File: src/rtl/uart_frame_timer_if.sv
// Control/strobe bundle between a UART frame timer and its TX/RX users.
// master drives start/abort/divisor; slave (the timer) drives the timing strobes.
interface uart_frame_timer_if #(
  parameter int CNT_W = 13,
  parameter int IDX_W = 4
);
  logic [CNT_W-1:0] div_in;
  logic             start;
  logic             abort;
  logic             busy;
  logic             bit_mid;
  logic             bit_end;
  logic             ovs_tick;
  logic [IDX_W-1:0] bit_idx;
  logic             frame_done;

  modport master (
    output div_in, start, abort,
    input  busy, bit_mid, bit_end, ovs_tick, bit_idx, frame_done
  );

  modport slave (
    input  div_in, start, abort,
    output busy, bit_mid, bit_end, ovs_tick, bit_idx, frame_done
  );
endinterface

File: src/rtl/uart_frame_timer.sv
// UART frame timer: per-bit mid/end strobes and oversampling ticks over FRAME_BITS periods of div_q+1 clocks.
// Latency: busy/cnt valid one clock after start; strobes are decodes of state; no backpressure (start ignored while busy).
module uart_frame_timer #(
  parameter int               CNT_W       = 13,
  parameter logic [CNT_W-1:0] DIV_DEFAULT = CNT_W'(433),
  parameter int               FRAME_BITS  = 10,
  parameter int               IDX_W       = 4,
  parameter int               OVS_LOG2    = 4
) (
  input  logic               clk,
  input  logic               rst_n,
  uart_frame_timer_if.slave  tmr
);

  typedef enum logic {IDLE = 1'b0, RUN = 1'b1} state_e;

  localparam logic [CNT_W-1:0] DIV_MIN  = CNT_W'(3);
  localparam logic [IDX_W-1:0] LAST_IDX = IDX_W'(FRAME_BITS - 1);

  state_e           state_q, state_d;
  logic [CNT_W-1:0] cnt_q, cnt_d;
  logic [CNT_W-1:0] div_q, div_d;
  logic [IDX_W-1:0] idx_q, idx_d;
  logic [CNT_W-1:0] sub_q, sub_d;
  logic [CNT_W-1:0] ovs_len_q, ovs_len_d;

  logic             run;
  logic             bit_end;
  logic             last_bit;
  logic             frame_done;
  logic             accept;
  logic             sub_wrap;
  logic [CNT_W-1:0] div_clamp;
  logic [CNT_W:0]   period;
  logic [CNT_W-1:0] ovs_calc;

  always_ff @(posedge clk or negedge rst_n) begin
    if (!rst_n) begin
      state_q   <= IDLE;
      cnt_q     <= '0;
      div_q     <= DIV_DEFAULT;
      idx_q     <= '0;
      sub_q     <= '0;
      ovs_len_q <= CNT_W'(1);
    end else begin
      state_q   <= state_d;
      cnt_q     <= cnt_d;
      div_q     <= div_d;
      idx_q     <= idx_d;
      sub_q     <= sub_d;
      ovs_len_q <= ovs_len_d;
    end
  end

  always_comb begin
    run        = (state_q == RUN);
    bit_end    = run && (cnt_q == div_q);
    last_bit   = (idx_q == LAST_IDX);
    frame_done = bit_end && last_bit;
    // A start is honoured when idle or exactly on the closing clock of a frame.
    accept     = tmr.start && (!run || frame_done);
    sub_wrap   = (sub_q == ovs_len_q - CNT_W'(1));

    div_clamp  = (tmr.div_in < DIV_MIN) ? DIV_MIN : tmr.div_in;
    period     = {1'b0, div_clamp} + {{CNT_W{1'b0}}, 1'b1};
    ovs_calc   = CNT_W'(period >> OVS_LOG2);
    if (ovs_calc == '0) begin
      ovs_calc = CNT_W'(1);
    end

    state_d   = state_q;
    cnt_d     = cnt_q;
    div_d     = div_q;
    idx_d     = idx_q;
    sub_d     = sub_q;
    ovs_len_d = ovs_len_q;

    if (tmr.abort) begin
      state_d = IDLE;
      cnt_d   = '0;
      idx_d   = '0;
      sub_d   = '0;
    end else if (accept) begin
      state_d   = RUN;
      div_d     = div_clamp;
      ovs_len_d = ovs_calc;
      cnt_d     = '0;
      idx_d     = '0;
      sub_d     = '0;
    end else if (run) begin
      if (bit_end) begin
        // Sub counter resyncs every bit so a truncated tail never ticks.
        cnt_d = '0;
        sub_d = '0;
        if (last_bit) begin
          state_d = IDLE;
          idx_d   = '0;
        end else begin
          idx_d = idx_q + IDX_W'(1);
        end
      end else begin
        cnt_d = cnt_q + CNT_W'(1);
        sub_d = sub_wrap ? '0 : sub_q + CNT_W'(1);
      end
    end
  end

  assign tmr.busy       = run;
  assign tmr.bit_mid    = run && (cnt_q == (div_q >> 1));
  assign tmr.bit_end    = bit_end;
  assign tmr.ovs_tick   = run && sub_wrap && !bit_end;
  assign tmr.bit_idx    = idx_q;
  assign tmr.frame_done = frame_done;

endmodule

File: src/flat_wrapper.sv
// flat-port wrapper written by rule: the top's interface ports become plain ports
module uart_frame_timer_flat 
#(
  parameter int               CNT_W       = 13,
  parameter logic [CNT_W-1:0] DIV_DEFAULT = CNT_W'(433),
  parameter int               FRAME_BITS  = 10,
  parameter int               IDX_W       = 4,
  parameter int               OVS_LOG2    = 4
)
  (clk, rst_n, tmr_div_in, tmr_start, tmr_abort, tmr_busy, tmr_bit_mid, tmr_bit_end, tmr_ovs_tick, tmr_bit_idx, tmr_frame_done);
  uart_frame_timer_if #(.CNT_W(CNT_W), .IDX_W(IDX_W)) tmr_i ();
  input  logic clk;
  input  logic rst_n;
  input wire logic [$bits(tmr_i.div_in)-1:0] tmr_div_in;
  input wire logic [$bits(tmr_i.start)-1:0] tmr_start;
  input wire logic [$bits(tmr_i.abort)-1:0] tmr_abort;
  output wire logic [$bits(tmr_i.busy)-1:0] tmr_busy;
  output wire logic [$bits(tmr_i.bit_mid)-1:0] tmr_bit_mid;
  output wire logic [$bits(tmr_i.bit_end)-1:0] tmr_bit_end;
  output wire logic [$bits(tmr_i.ovs_tick)-1:0] tmr_ovs_tick;
  output wire logic [$bits(tmr_i.bit_idx)-1:0] tmr_bit_idx;
  output wire logic [$bits(tmr_i.frame_done)-1:0] tmr_frame_done;
  assign tmr_i.div_in = tmr_div_in;
  assign tmr_i.start = tmr_start;
  assign tmr_i.abort = tmr_abort;
  assign tmr_busy = tmr_i.busy;
  assign tmr_bit_mid = tmr_i.bit_mid;
  assign tmr_bit_end = tmr_i.bit_end;
  assign tmr_ovs_tick = tmr_i.ovs_tick;
  assign tmr_bit_idx = tmr_i.bit_idx;
  assign tmr_frame_done = tmr_i.frame_done;
  uart_frame_timer #(.CNT_W(CNT_W), .DIV_DEFAULT(DIV_DEFAULT), .FRAME_BITS(FRAME_BITS), .IDX_W(IDX_W), .OVS_LOG2(OVS_LOG2)) u_core (.clk(clk), .rst_n(rst_n), .tmr(tmr_i));
endmodule
File: config.mk
export PLATFORM = sky130hd
export DESIGN_NAME = uart_frame_timer_flat
export DESIGN_NICKNAME = d
export VERILOG_FILES = /design/src/rtl/uart_frame_timer_if.sv /design/src/rtl/uart_frame_timer.sv /design/src/flat_wrapper.sv
export SDC_FILE = /design/constraint.sdc
export NUM_CORES = 1
export LEC_CHECK = 0
export CORE_ASPECT_RATIO = 0.8
export CORE_MARGIN = 10
export CORE_UTILIZATION = 50
export CTS_BUF_LIST = sky130_fd_sc_hd__clkbuf_16
export CTS_CLUSTER_DIAMETER = 80
export DETAILED_ROUTE_END_ITERATION = 6
export PLACE_DENSITY = 0.71
export SLEW_MARGIN = 20
export SYNTH_ARGS = -nofsm -noshare
export SYNTH_HDL_FRONTEND = slang
export SYNTH_SLANG_ARGS = --single-unit
File: constraint.sdc
create_clock -name clk -period 4.5 [get_ports clk]
set_input_delay 0.9 -clock clk [delete_from_list [all_inputs] [get_ports clk]]
set_output_delay 0.9 -clock clk [all_outputs]
set_load 0.05 [all_outputs]
# Word-level counts from Yosys, hierarchy flattened
# Cells that the tools add are included.
# classes
addsub	5
order_cmp	1
n_eq_ne	4
n_mux	21
bitwise	1
reduce_logical	14
# op_table
op	count
$mux 13	10
$add 13x1->13 const B	2
$eq 13x13->1	2
$mux 4	5
$add 13x1->14 const B	1
$eq 13x12->1	1
$logic_not 13->1	1
$lt 13x2->1 const B	1
$sub 13x1->13 const B	1
$mux 10	1
$logic_and 1x1->1	6
$reduce_bool 3->1	2
$mux 1	5
$add 4x1->4 const B	1
$eq 4x4->1 const B	1
$reduce_and 2->1	2
$logic_not 1->1	2
$logic_or 1x1->1	1
$not 1->1	1
# totals
reg_bits	57
in_bits	17
out_inout_bits	9
elab_cells	52

# Longest topological paths before layout
# Gate-level depths: netlist (run 1).
# depth
depth_word	7
mapped_depth	11
mapped_depth_nobuf	9

# Worst setup path after synthesis (run 1)
# OpenSTA, ideal clock, no wires.
# synth_timing
path_kind	register -> output
startpoint	register u_core.ovs_len_q[3]
endpoint	output tmr_ovs_tick
arrival_ns	3.473
t_required_ns	3.600
path_slack_ns	0.127
stages_incl_launch_ff	9
path_buffers	3
path_cell_list	dfrtp_1 > buf_6 > or4_1 > clkbuf_2 > or4_1 > a311o_1 > a211o_1 > buf_6 > nor3_1
# synth_between
elab_chain_len	4
# synth_rtl
item	line_no	rtl
from (decl)	uart_frame_timer.sv:25	logic [CNT_W-1:0] ovs_len_q, ovs_len_d;
from (signal assigned)	uart_frame_timer.sv:51	ovs_len_q <= ovs_len_d;
$sub 13x1->13	uart_frame_timer.sv:62	sub_wrap = (sub_q == ovs_len_q - CNT_W'(1));
$eq 13x13->1	uart_frame_timer.sv:62	
$logic_and 1x1->1 (2 in series)	uart_frame_timer.sv:111	assign tmr.ovs_tick = run && sub_wrap && !bit_end;
to (decl)	flat_wrapper.sv:20	output wire logic [$bits(tmr_i.ovs_tick)-1:0] tmr_ovs_tick;
# Every way passes these cells.

# Worst setup path in the final report (run 1)
# Ends and elaborated chain as after synthesis.

==> results of run 1 <==
layer usage:
| layer | vias up | share of wire (%) | wire length, um |
|---|---|---|---|
| li1 | 1416 | - | - |
| met1 | 1452 | 49 | 3960 |
| met2 | 91 | 44 | 3540 |
| met3 | 6 | 7.1 | 580 |
| met4 | 0 | 0.68 | 55 |
| met5 | - | 0 | 0 |
area by class of cell:
cell class | count | area (um2) | share of cell area, %
Timing Repair Buffer | 29 | 285 | 7.30
Clock inverter | 3 | 47.5 | 1.22
Inverter | 12 | 45.0 | 1.15
Multi-Input combinational cell | 307 | 1940 | 49.6
Tap cell | 84 | 105 | 2.69
Clock buffer | 5 | 125 | 3.20
Sequential cell | 54 | 1360 | 34.8
cells in the mapped netlist (all sizes together):
cell type / count / area (um2)
dfrtp: 48 / 1200
o311ai: 1 / 8.76
a211oi: 1 / 7.51
o211a: 1 / 10.0
and4: 4 / 35.0
a311o: 2 / 20.0
nor4: 1 / 6.26
o21ai: 19 / 98.8
and3: 7 / 43.8
nor3: 12 / 60.1
ha: 5 / 62.6
or2: 1 / 6.26
o31ai: 1 / 7.51
buf: 3 / 27.5
a31oi: 3 / 18.8
a21boi: 1 / 7.51
or3b: 1 / 8.76
nor2: 40 / 150
clkbuf: 20 / 76.3
nor2b: 2 / 12.5
a211o: 2 / 17.5
o2111ai: 2 / 23.8
nand2b: 1 / 6.26
a21oi: 16 / 80.1
nand3b: 1 / 7.51
nand4b: 3 / 26.3
and2: 10 / 62.6
o211ai: 2 / 20.0
inv: 12 / 45.0
a21o: 3 / 22.5
nand4: 14 / 87.6
xor2: 16 / 140
or4: 6 / 45.0
o221ai: 8 / 76.3
nand3: 18 / 90.1
nand2: 49 / 184
xnor2: 39 / 342
mux2: 10 / 113
dfstp: 6 / 158
or3: 5 / 31.3
where the power goes:
part           switching [mW]  internal [mW]
Combinational           0.116          0.105
Sequential             0.0566          0.531
Clock                   0.185          0.267
logic make-up after synthesis:
logic type               share of synthesized area (%)
flip-flops                                        39.4
AND/OR/NAND/NOR                                   25.0
XOR/XNOR                                          14.0
multiplexers                                      3.27
buffers and inverters                             4.32
adder cells (fa/ha/maj)                           1.81
AO/OA/AOI/OAI                                     12.2
critical path: cells and delay by family (launching register included):
kind	cells	cell delay (ps)
simple gates	3	1610
flops	1	460
compound gates	2	830
buf+inv	1	200
stage by stage:
stage | cell area (um2) | power, mW | worst slack (ps) | cells | hold slack, ps
floorplan | 3450 | 0.740 | 127 | 396 | 465
global placement | 3730 | 0.806 | 586 | 486 | 483
detailed placement | 3730 | 0.814 | 567 | 486 | 500
CTS | 3910 | 1.27 | 221 | 494 | 504
global route | 3910 | 1.32 | 99.2 | 494 | 550
finish | 3910 | 1.26 | 202 | 494 | 510
state kept, by name, indices dropped and copies added (netlist names):
register,flops
u_core.ovs_len_q,10
u_core.sub_q,13
u_core.tmr.bit_idx,4
u_core.tmr.busy,1
u_core.div_q,13
u_core.cnt_q,13
how the worst min path moves through the flow:
| stage | end | start | slack [ps] |
|---|---|---|---|
| 2_1_floorplan | u_core.div_q[0]$_DFFE_PN1P_ | u_core.div_q[0]$_DFFE_PN1P_ | 460 |
| 3_3_place_gp | u_core.div_q[0]$_DFFE_PN1P_ | u_core.div_q[0]$_DFFE_PN1P_ | 480 |
| 3_5_place_dp | u_core.div_q[0]$_DFFE_PN1P_ | u_core.div_q[0]$_DFFE_PN1P_ | 500 |
| 4_1_cts | u_core.div_q[0]$_DFFE_PN1P_ | u_core.div_q[0]$_DFFE_PN1P_ | 500 |
| 5_1_grt | u_core.ovs_len_q[0]$_DFFE_PN1P_ | u_core.ovs_len_q[0]$_DFFE_PN1P_ | 550 |
| 6_report | u_core.div_q[0]$_DFFE_PN1P_ | u_core.div_q[0]$_DFFE_PN1P_ | 510 |
cells in the final DEF, fill, tap and decap left out, types with 3 or more instances in the layout:
master | Yosys | final
dfrtp_1 | 48 | 48
nand2_1 | 49 | 49
o21ai_0 | 17 | 17
xnor2_1 | 39 | 39
a31oi_1 | 3 | 3
buf_4 | 0 | 4
nor3_1 | 12 | 12
o221ai_1 | 7 | 7
dfstp_2 | 6 | 6
nand4_1 | 14 | 14
or3_1 | 5 | 5
ha_1 | 5 | 5
or4_1 | 6 | 6
mux2_2 | 10 | 10
and3_1 | 7 | 7
xor2_1 | 16 | 16
a21oi_1 | 16 | 16
inv_1 | 12 | 12
and4_1 | 4 | 4
a21o_1 | 3 | 3
and2_1 | 10 | 10
clkbuf_16 | 0 | 5
nand3_1 | 18 | 18
nor2_1 | 40 | 40
clkdlybuf4s50_1 | 0 | 23
nand4b_1 | 3 | 3
==> run_results.csv, run 1 <==
group,metric,value,unit
outcome,status,"complete, no violations",
setup_path,cp_max_fo,11,
timing,period_minus_slack,4300,ps
setup_path,r2r_setup_slack,1390,ps
finish,diodes,0,
yosys,yosysWarnings,0,
routing,drt-initial-drc-count,204,
yosys,syn_area,3450,um2
finish,post-route-util,59.7,%
global_route,grt_usage,16.1,%
placement,place.gp.congestion,0.864,
setup_path,r2r_start,"u_core.ovs_len_q[3]$_DFFE_PN0P_",
finish,drive_gt1_share,8.78,%
routing,finalWirelength,8140,um
setup_path,crit_required,3600,ps
timing,worst_slew_pin_slew,690,ps
die,fp.dieH,94.3,um
global_route,grt_pass1_vias,2824,
yosys,syn_avg_cell_area,8.70,um2
setup_path,crit_end,"tmr_ovs_tick",
yosys,ys_seq_elements,54,
timing,hold_viol,0,
routing,viasPerCell,6.00,
global_route,gr-total-overflow,0,
die,core-area,6540,um2
routing,dr.pass1.iters,5,
timing,tns,0,ps
power_and_ir_drop,leakage,1.58,nW
setup_path,start_kind,"flip-flop",
clock_network,clk_pin_slew,70,ps
clock_network,post_cts_buffers,0,
timing,setup_viol_count_final,0,
die,die_area,10600,um2
job,drv_cap,0,
clock_network,cts_resized,0,
yosys,syn_nets,418,
global_route,use_met1,22.7,%
setup_path,crit_top_cell,"or4_1",
die,start_util,52.7,%
clock_network,clk_latency,300,ps
power_and_ir_drop,vdd_drop_max,0.220,mV
clock_network,cts_tree,"done",
setup_path,max_stage_delay,650,ps
routing,wl_per_cell,16.5,um
placement,io_buffers,25,
global_route,antenna_found_initial,0,
global_route,grt_max_degree,55,
global_route,grt_pass1_wl,14100,um
min_path,min_path_cells,2,
global_route,use_met3,4.28,%
finish,area_growth,13.3,%
routing,drtAntennaViolNets,0,
setup_path,critical_path.endpoint_type,"primary output",
timing,relSlewSlack,54.0,%
finish,final_nets,431,
min_path,hp-class,"reg2reg",
setup_path,critPathSlowestCell,"or4_1",
clock_network,clock_sinks,54,
global_route,met2_usage,23.8,%
yosys,synth_cells,396,
setup_path,cp.arrival,3400,ps
setup_path,crit_start,"u_core.ovs_len_q[3]$_DFFE_PN0P_",
timing,min_period_over_period,95.5,%
routing,drc,0,
clock_network,numCtsBuffers,5,
clock_network,holdBufCountCts,0,
die,ios,26,
setup_path,criticalPathCategory,"reg2out",
finish,nFillCells,569,
power_and_ir_drop,p_per_area,323,nW/um2
clock_network,clockRootBuffer,"clkbuf_16",
setup_path,cp_cell_sequence,"or4_1 > or4_1 > a311o_1 > a211o_1 > nor3_1 > buf_12",
timing,rsz0062_at_grt,"false",
timing,worst_clock_skew,6.70,ps
setup_path,reg2regPathDepth,6,
yosys,synth.yosys.seq_area_share,39.4,%
placement,dp_hpwl,5930,um
clock_network,ctsHtreeMaxLevel,2,
setup_path,worstReg2RegEnd,"u_core.sub_q[2]$_DFFE_PN0P_",
clock_network,ctsLongestPathBuffers,2,
timing,slew_violations,0,
global_route,top_usage_layer,"met2",
die,core.rowCount,26,
yosys,synth_cell_types,47,
timing,fmax,233,MHz
routing,vias,2965,
die,fp.dieW,113,um
Power figures use the tool's default switching activity.
==> inputs of run 2 (changes only) <==
--- a/config.mk
+++ b/config.mk
@@ -11,7 +11,9 @@
 export CTS_BUF_LIST = sky130_fd_sc_hd__clkbuf_16
 export CTS_CLUSTER_DIAMETER = 80
 export DETAILED_ROUTE_END_ITERATION = 6
+export HOLD_SLACK_MARGIN = 0.06
 export PLACE_DENSITY = 0.71
+export REMOVE_ABC_BUFFERS = 1
 export SLEW_MARGIN = 20
 export SYNTH_ARGS = -nofsm -noshare
 export SYNTH_HDL_FRONTEND = slang
==> run 2 against run 1 <==
- global-route usage fell by 1.2 points
- non-clock buffer count did not move
- core utilization fell by 0.75 points
- worst setup slack improved by 220 ps
- clock power fell by 18%
- clock skew rose by 1.5 ps
- via count fell by 5.4%
- highest routed layer unchanged
- cell count did not move
- combinational power rose by 2%
==> run_results.csv, run 2 (same netlist as run 1, synthesis figures left out) <==
group,metric,value,unit
clock_network,clk_pin_slew,70,ps
finish,final_cell_mix,"nand2_1 (49), dfrtp_1 (48), nor2_1 (40)",
placement,dp_hpwl,5830,um
timing,relSlewSlack,53.3,%
routing,drc,0,
setup_path,critPathSlowestCell,"or4_1",
timing,fmax,245,MHz
die,core-area,6540,um2
clock_network,holdBufCountCts,0,
routing,vias,2804,
setup_path,criticalPathCategory,"reg2out",
setup_path,cp_cell_sequence,"or4_1 > or4_1 > a311o_1 > a211o_1 > nor3_1 > buf_4",
placement,dpl-instance-area,3720,um2
die,start_util,52.7,%
routing,viasPerCell,5.68,
setup_path,r2r_start,"u_core.ovs_len_q[3]$_DFFE_PN0P_",
power_and_ir_drop,p_seq_share,49.4,%
placement,dp_cells,486,
timing,rsz0062_at_grt,"false",
routing,dr.pass1.iters,5,
power_and_ir_drop,share_comb_of_total_power,19.2,%
die,ios,26,
placement,place.gp.congestion,0.846,
routing,drtAntennaViolNets,0,
global_route,gr-total-overflow,0,
outcome,status,"complete, no violations",
global_route,grt_usage,14.9,%
setup_path,crit_top_cell,"or4_1",
min_path,min_path_cells,2,
die,fp.dieH,94.3,um
power_and_ir_drop,p_clk_share,31.4,%
min_path,hp-class,"reg2reg",
finish,top_regs,"u_core.cnt_q x13, u_core.div_q x13, u_core.sub_q x13",
power_and_ir_drop,cellInternalPower,838,uW
clock_network,cts_tree,"done",
timing,min_period_over_period,90.7,%
job,drv_cap,0,
routing,finalWirelength,7830,um
setup_path,cp.arrival,3180,ps
finish,area_growth,11.9,%
clock_network,ctsLongestPathBuffers,2,
power_and_ir_drop,vdd_drop_max,0.180,mV
die,die_area,10600,um2
power_and_ir_drop,swShare,28.8,%
finish,diodes,0,
global_route,grt_pass1_vias,2607,
clock_network,clockRootBuffer,"clkbuf_16",
timing,worst_slew_pin_slew,700,ps
routing,drt-initial-drc-count,204,
power_and_ir_drop,leakage,1.56,nW
finish,nFillCells,588,
global_route,grt_max_degree,55,
finish,instances_no_fill,494,
min_path,hp-start,"u_core.div_q[0]$_DFFE_PN1P_",
clock_network,ctsHtreeMaxLevel,2,
setup_path,max_stage_delay,640,ps
placement,io_buffers,25,
finish,drive_gt1_share,8.05,%
finish,stdcell_area,3860,um2
global_route,antenna_found_initial,0,
setup_path,critical_path.endpoint_type,"primary output",
die,core.rowCount,26,
die,fp.dieW,113,um
setup_path,cp_max_fo,11,
setup_path,start_kind,"flip-flop",
clock_network,clock_sinks,54,
power_and_ir_drop,power.switching,339,uW
clock_network,clk_latency,290,ps
setup_path,crit_start,"u_core.ovs_len_q[3]$_DFFE_PN0P_",
finish,layout_commonest_cell,"nand2_1",
timing,setup_viol_count_final,0,
timing,period_minus_slack,4080,ps
global_route,grt_pass1_wl,13100,um
setup_path,reg2regPathDepth,6,
setup_path,crit_required,3600,ps
clock_network,post_cts_buffers,0,
power_and_ir_drop,p_per_area,305,nW/um2
finish,final_nets,431,
routing,wl_per_cell,15.8,um
timing,tns,0,ps
clock_network,cts_resized,0,
timing,hold_viol,0,
timing,slew_violations,0,
clock_network,numCtsBuffers,5,
timing,worst_clock_skew,8.17,ps
[run 2: cell count changes in the layout (fill, tap and decap cells not counted), sizes merged]
cell    before  now
bufinv       1    0
clkinv       0    3
inv         14   12
[run 2: critical path: cells and delay by family (launching register included)]
family                 cells  cell delay [ps]
AND/OR/NAND/NOR            3             1390
AO/OA/AOI/OAI              2              820
flip-flops                 1              460
buffers and inverters      1              230
[run 2: path summary, 6_finish.rpt]
kind	slack, ps	endpoint
max reg2reg	1410	u_core.sub_q[12]$_DFFE_PN0P_
min reg2reg	490	u_core.div_q[0]$_DFFE_PN1P_
max in group asynchronous	3290	u_core.ovs_len_q[4]$_DFFE_PN0P_
min	490	u_core.div_q[0]$_DFFE_PN1P_
min in group asynchronous	720	u_core.tmr.bit_idx[3]$_DFFE_PN0P_
max	420	tmr_ovs_tick
[run 2: power by group through the flow]
stage | combinational [mW] | clock (mW) | sequential [mW]
after global routing | 0.250 | 0.397 | 0.586
after floorplan | 0.153 | 0 | 0.577
final | 0.226 | 0.370 | 0.581
after CTS | 0.225 | 0.377 | 0.580
after detailed placement | 0.223 | 0 | 0.589
after global placement | 0.219 | 0 | 0.585
[run 2: area by class of cell]
cell class                      count  area [um2]  share of cell area (%)
Timing Repair Buffer               29         273                    7.07
Sequential cell                    54        1360                    35.2
Clock inverter                      3        11.3                   0.292
Multi-Input combinational cell    307        1940                    50.3
Inverter                           12        45.0                    1.17
Clock buffer                        5         125                    3.24
Tap cell                           84         105                    2.72
[run 2: per-stage QoR]
step / util [%] / total power [mW] / hold slack (ps) / worst slack [ps]
floorplan: - / 0.730 / 465 / 205
global placement: 56.9 / 0.804 / 478 / 771
detailed placement: 56.9 / 0.812 / 482 / 730
CTS: 59.0 / 1.18 / 491 / 413
global route: 59.0 / 1.23 / 503 / 298
finish: 59.0 / 1.18 / 488 / 418
[run 2: routing by layer]
| layer | up-vias | wire length, um | GRT usage, % |
|---|---|---|---|
| met5 | - | 0 | 0 |
| met4 | 0 | 69 | 4.11 |
| met3 | 9 | 434 | 3.45 |
| met2 | 69 | 3220 | 21.2 |
| met1 | 1322 | 4100 | 21.7 |
| li1 | 1404 | - | - |
==> inputs of run 3 (changes only) <==
--- a/config.mk
+++ b/config.mk
@@ -12,6 +12,7 @@
 export CTS_CLUSTER_DIAMETER = 80
 export DETAILED_ROUTE_END_ITERATION = 6
 export HOLD_SLACK_MARGIN = 0.06
+export MAX_ROUTING_LAYER = met4
 export PLACE_DENSITY = 0.71
 export REMOVE_ABC_BUFFERS = 1
 export SLEW_MARGIN = 20
==> run 3 against run 2 <==
- register-to-register slack hardly changed
- power hardly changed
- fmax hardly changed
- largest power group unchanged
- flip-flop and latch count stayed put
- via count is 0.11% lower
- first-iteration DRC count is 15% lower
- non-clock buffer count stayed put
- final area stayed put
- critical endpoint unchanged
==> run_results.csv, run 3 (same netlist as run 1, synthesis figures left out) <==
group,metric,value,unit
outcome,status,"complete, no violations",
timing,hold_viol,0,
power_and_ir_drop,cellInternalPower,838,uW
timing,relSlewSlack,53.3,%
finish,area_growth,11.9,%
timing,worst_clock_skew,8.02,ps
setup_path,max_stage_delay,640,ps
global_route,grt_pass1_wl,13200,um
setup_path,criticalPathCategory,"reg2out",
clock_network,numCtsBuffers,5,
global_route,gr-total-overflow,0,
clock_network,clk_latency,290,ps
clock_network,post_cts_buffers,0,
finish,post-route-util,59.0,%
setup_path,cp_cell_sequence,"or4_1 > or4_1 > a311o_1 > a211o_1 > nor3_1 > buf_4",
timing,worst_slew_pin_slew,701,ps
placement,dpl-instance-area,3720,um2
clock_network,cts_tree,"done",
power_and_ir_drop,leakage,1.56,nW
setup_path,path_delay_family,"simple AND/OR/NAND/NOR gates",
timing,tns,0,ps
global_route,antenna_found_initial,0,
routing,viasPerCell,5.67,
clock_network,ctsLongestPathBuffers,2,
routing,wl_per_cell,15.8,um
power_and_ir_drop,finalPower,1.18,mW
placement,place.gp.congestion,0.860,
setup_path,start_kind,"flip-flop",
clock_network,clock_sinks,54,
timing,min_period_over_period,90.7,%
setup_path,crit_required,3600,ps
setup_path,cp_max_fo,11,
setup_path,critPathSlowestCell,"or4_1",
clock_network,ctsHtreeMaxLevel,2,
placement,dp_hpwl,5830,um
timing,period_minus_slack,4080,ps
power_and_ir_drop,share_comb_of_total_power,19.2,%
setup_path,critical_path.endpoint_type,"primary output",
power_and_ir_drop,p_seq_share,49.3,%
finish,drive_gt1_share,8.05,%
die,fp.dieH,94.3,um
finish,stdcell_area,3860,um2
global_route,grt_max_degree,55,
setup_path,worst-path-buf-inv,1,
clock_network,holdBufCountCts,0,
routing,drt-initial-drc-count,173,
power_and_ir_drop,p_clk_share,31.5,%
power_and_ir_drop,p_per_area,305,nW/um2
job,drv_cap,0,
routing,dr.pass1.iters,5,
setup_path,crit_top_cell,"or4_1",
finish,top_regs,"u_core.cnt_q x13, u_core.div_q x13, u_core.sub_q x13",
die,die_area,10600,um2
finish,diodes,0,
power_and_ir_drop,swShare,28.8,%
clock_network,clk_pin_slew,70,ps
timing,setup_viol_count_final,0,
timing,slew_violations,0,
clock_network,clockRootBuffer,"clkbuf_16",
die,start_util,52.7,%
placement,io_buffers,25,
routing,finalWirelength,7820,um
finish,layout_commonest_cell,"nand2_1",
die,core-area,6540,um2
finish,final_nets,431,
routing,drc,0,
setup_path,cp.arrival,3180,ps
clock_network,cts_resized,0,
min_path,hp-class,"reg2reg",
global_route,grt_usage,15.3,%
finish,final_cell_mix,"nand2_1 (49), dfrtp_1 (48), nor2_1 (40)",
timing,hold_ws,488,ps
power_and_ir_drop,vdd_drop_max,0.181,mV
routing,vias,2801,
routing,drtAntennaViolNets,0,
global_route,grt_pass1_vias,2609,
timing,rsz0062_at_grt,"false",
timing,fmax,245,MHz
finish,nFillCells,588,
die,core.rowCount,26,
power_and_ir_drop,power.switching,339,uW
die,ios,26,
die,fp.dieW,113,um
## run 3: cell counts in the layout (fill, tap and decap cells not counted)
Identical to the previous run, type by type.
## run 3: layout make-up
class                           count  area, um2  share of cell area, %
Multi-Input combinational cell    307       1940                   50.3
Sequential cell                    54       1360                   35.2
Timing Repair Buffer               29        273                   7.07
Clock buffer                        5        125                   3.24
Tap cell                           84        105                   2.72
Inverter                           12       45.0                   1.17
Clock inverter                      3       11.3                  0.292
## run 3: final timing paths
kind	from	endpoint	slack (ps)	depth (start not counted)
min	u_core.div_q[0]$_DFFE_PN1P_	u_core.div_q[0]$_DFFE_PN1P_	490	2
min reg2reg	u_core.div_q[0]$_DFFE_PN1P_	u_core.div_q[0]$_DFFE_PN1P_	490	2
min in group asynchronous	rst_n	u_core.tmr.bit_idx[3]$_DFFE_PN0P_	720	2
max in group asynchronous	rst_n	u_core.ovs_len_q[4]$_DFFE_PN0P_	3290	2
max	u_core.ovs_len_q[3]$_DFFE_PN0P_	tmr_ovs_tick	420	6
max reg2reg	u_core.ovs_len_q[3]$_DFFE_PN0P_	u_core.sub_q[12]$_DFFE_PN0P_	1410	6
## run 3: worst register-to-register path: cells and delay by family (launching register included)
family             cells  cell delay (ps)
DFF                    1              460
and+or+nand+nor        2             1180
AOI/OAI and AO/OA      4             1340
## run 3: layer usage
metal	routed length (um)	global-route usage, %	up-vias
li1	-	-	1404
met1	4100	21.8	1313
met2	3220	21.2	77
met3	427	3.26	7
met4	68	4.11	0
met5	0	-	-
## run 3: per-stage QoR
step,setup slack (ps),instances
3_5_place_dp,730,486
6_report,419,494
5_1_grt,299,494
3_3_place_gp,771,486
4_1_cts,413,494
2_1_floorplan,205,373
## run 3: power by group through the flow
| stage | registers, mW | logic [mW] | clock network (mW) |
|---|---|---|---|
| floorplan | 0.577 | 0.153 | 0 |
| global placement | 0.585 | 0.219 | 0 |
| detailed placement | 0.589 | 0.223 | 0 |
| CTS | 0.580 | 0.225 | 0.377 |
| global route | 0.586 | 0.250 | 0.398 |
| finish | 0.581 | 0.226 | 0.371 |
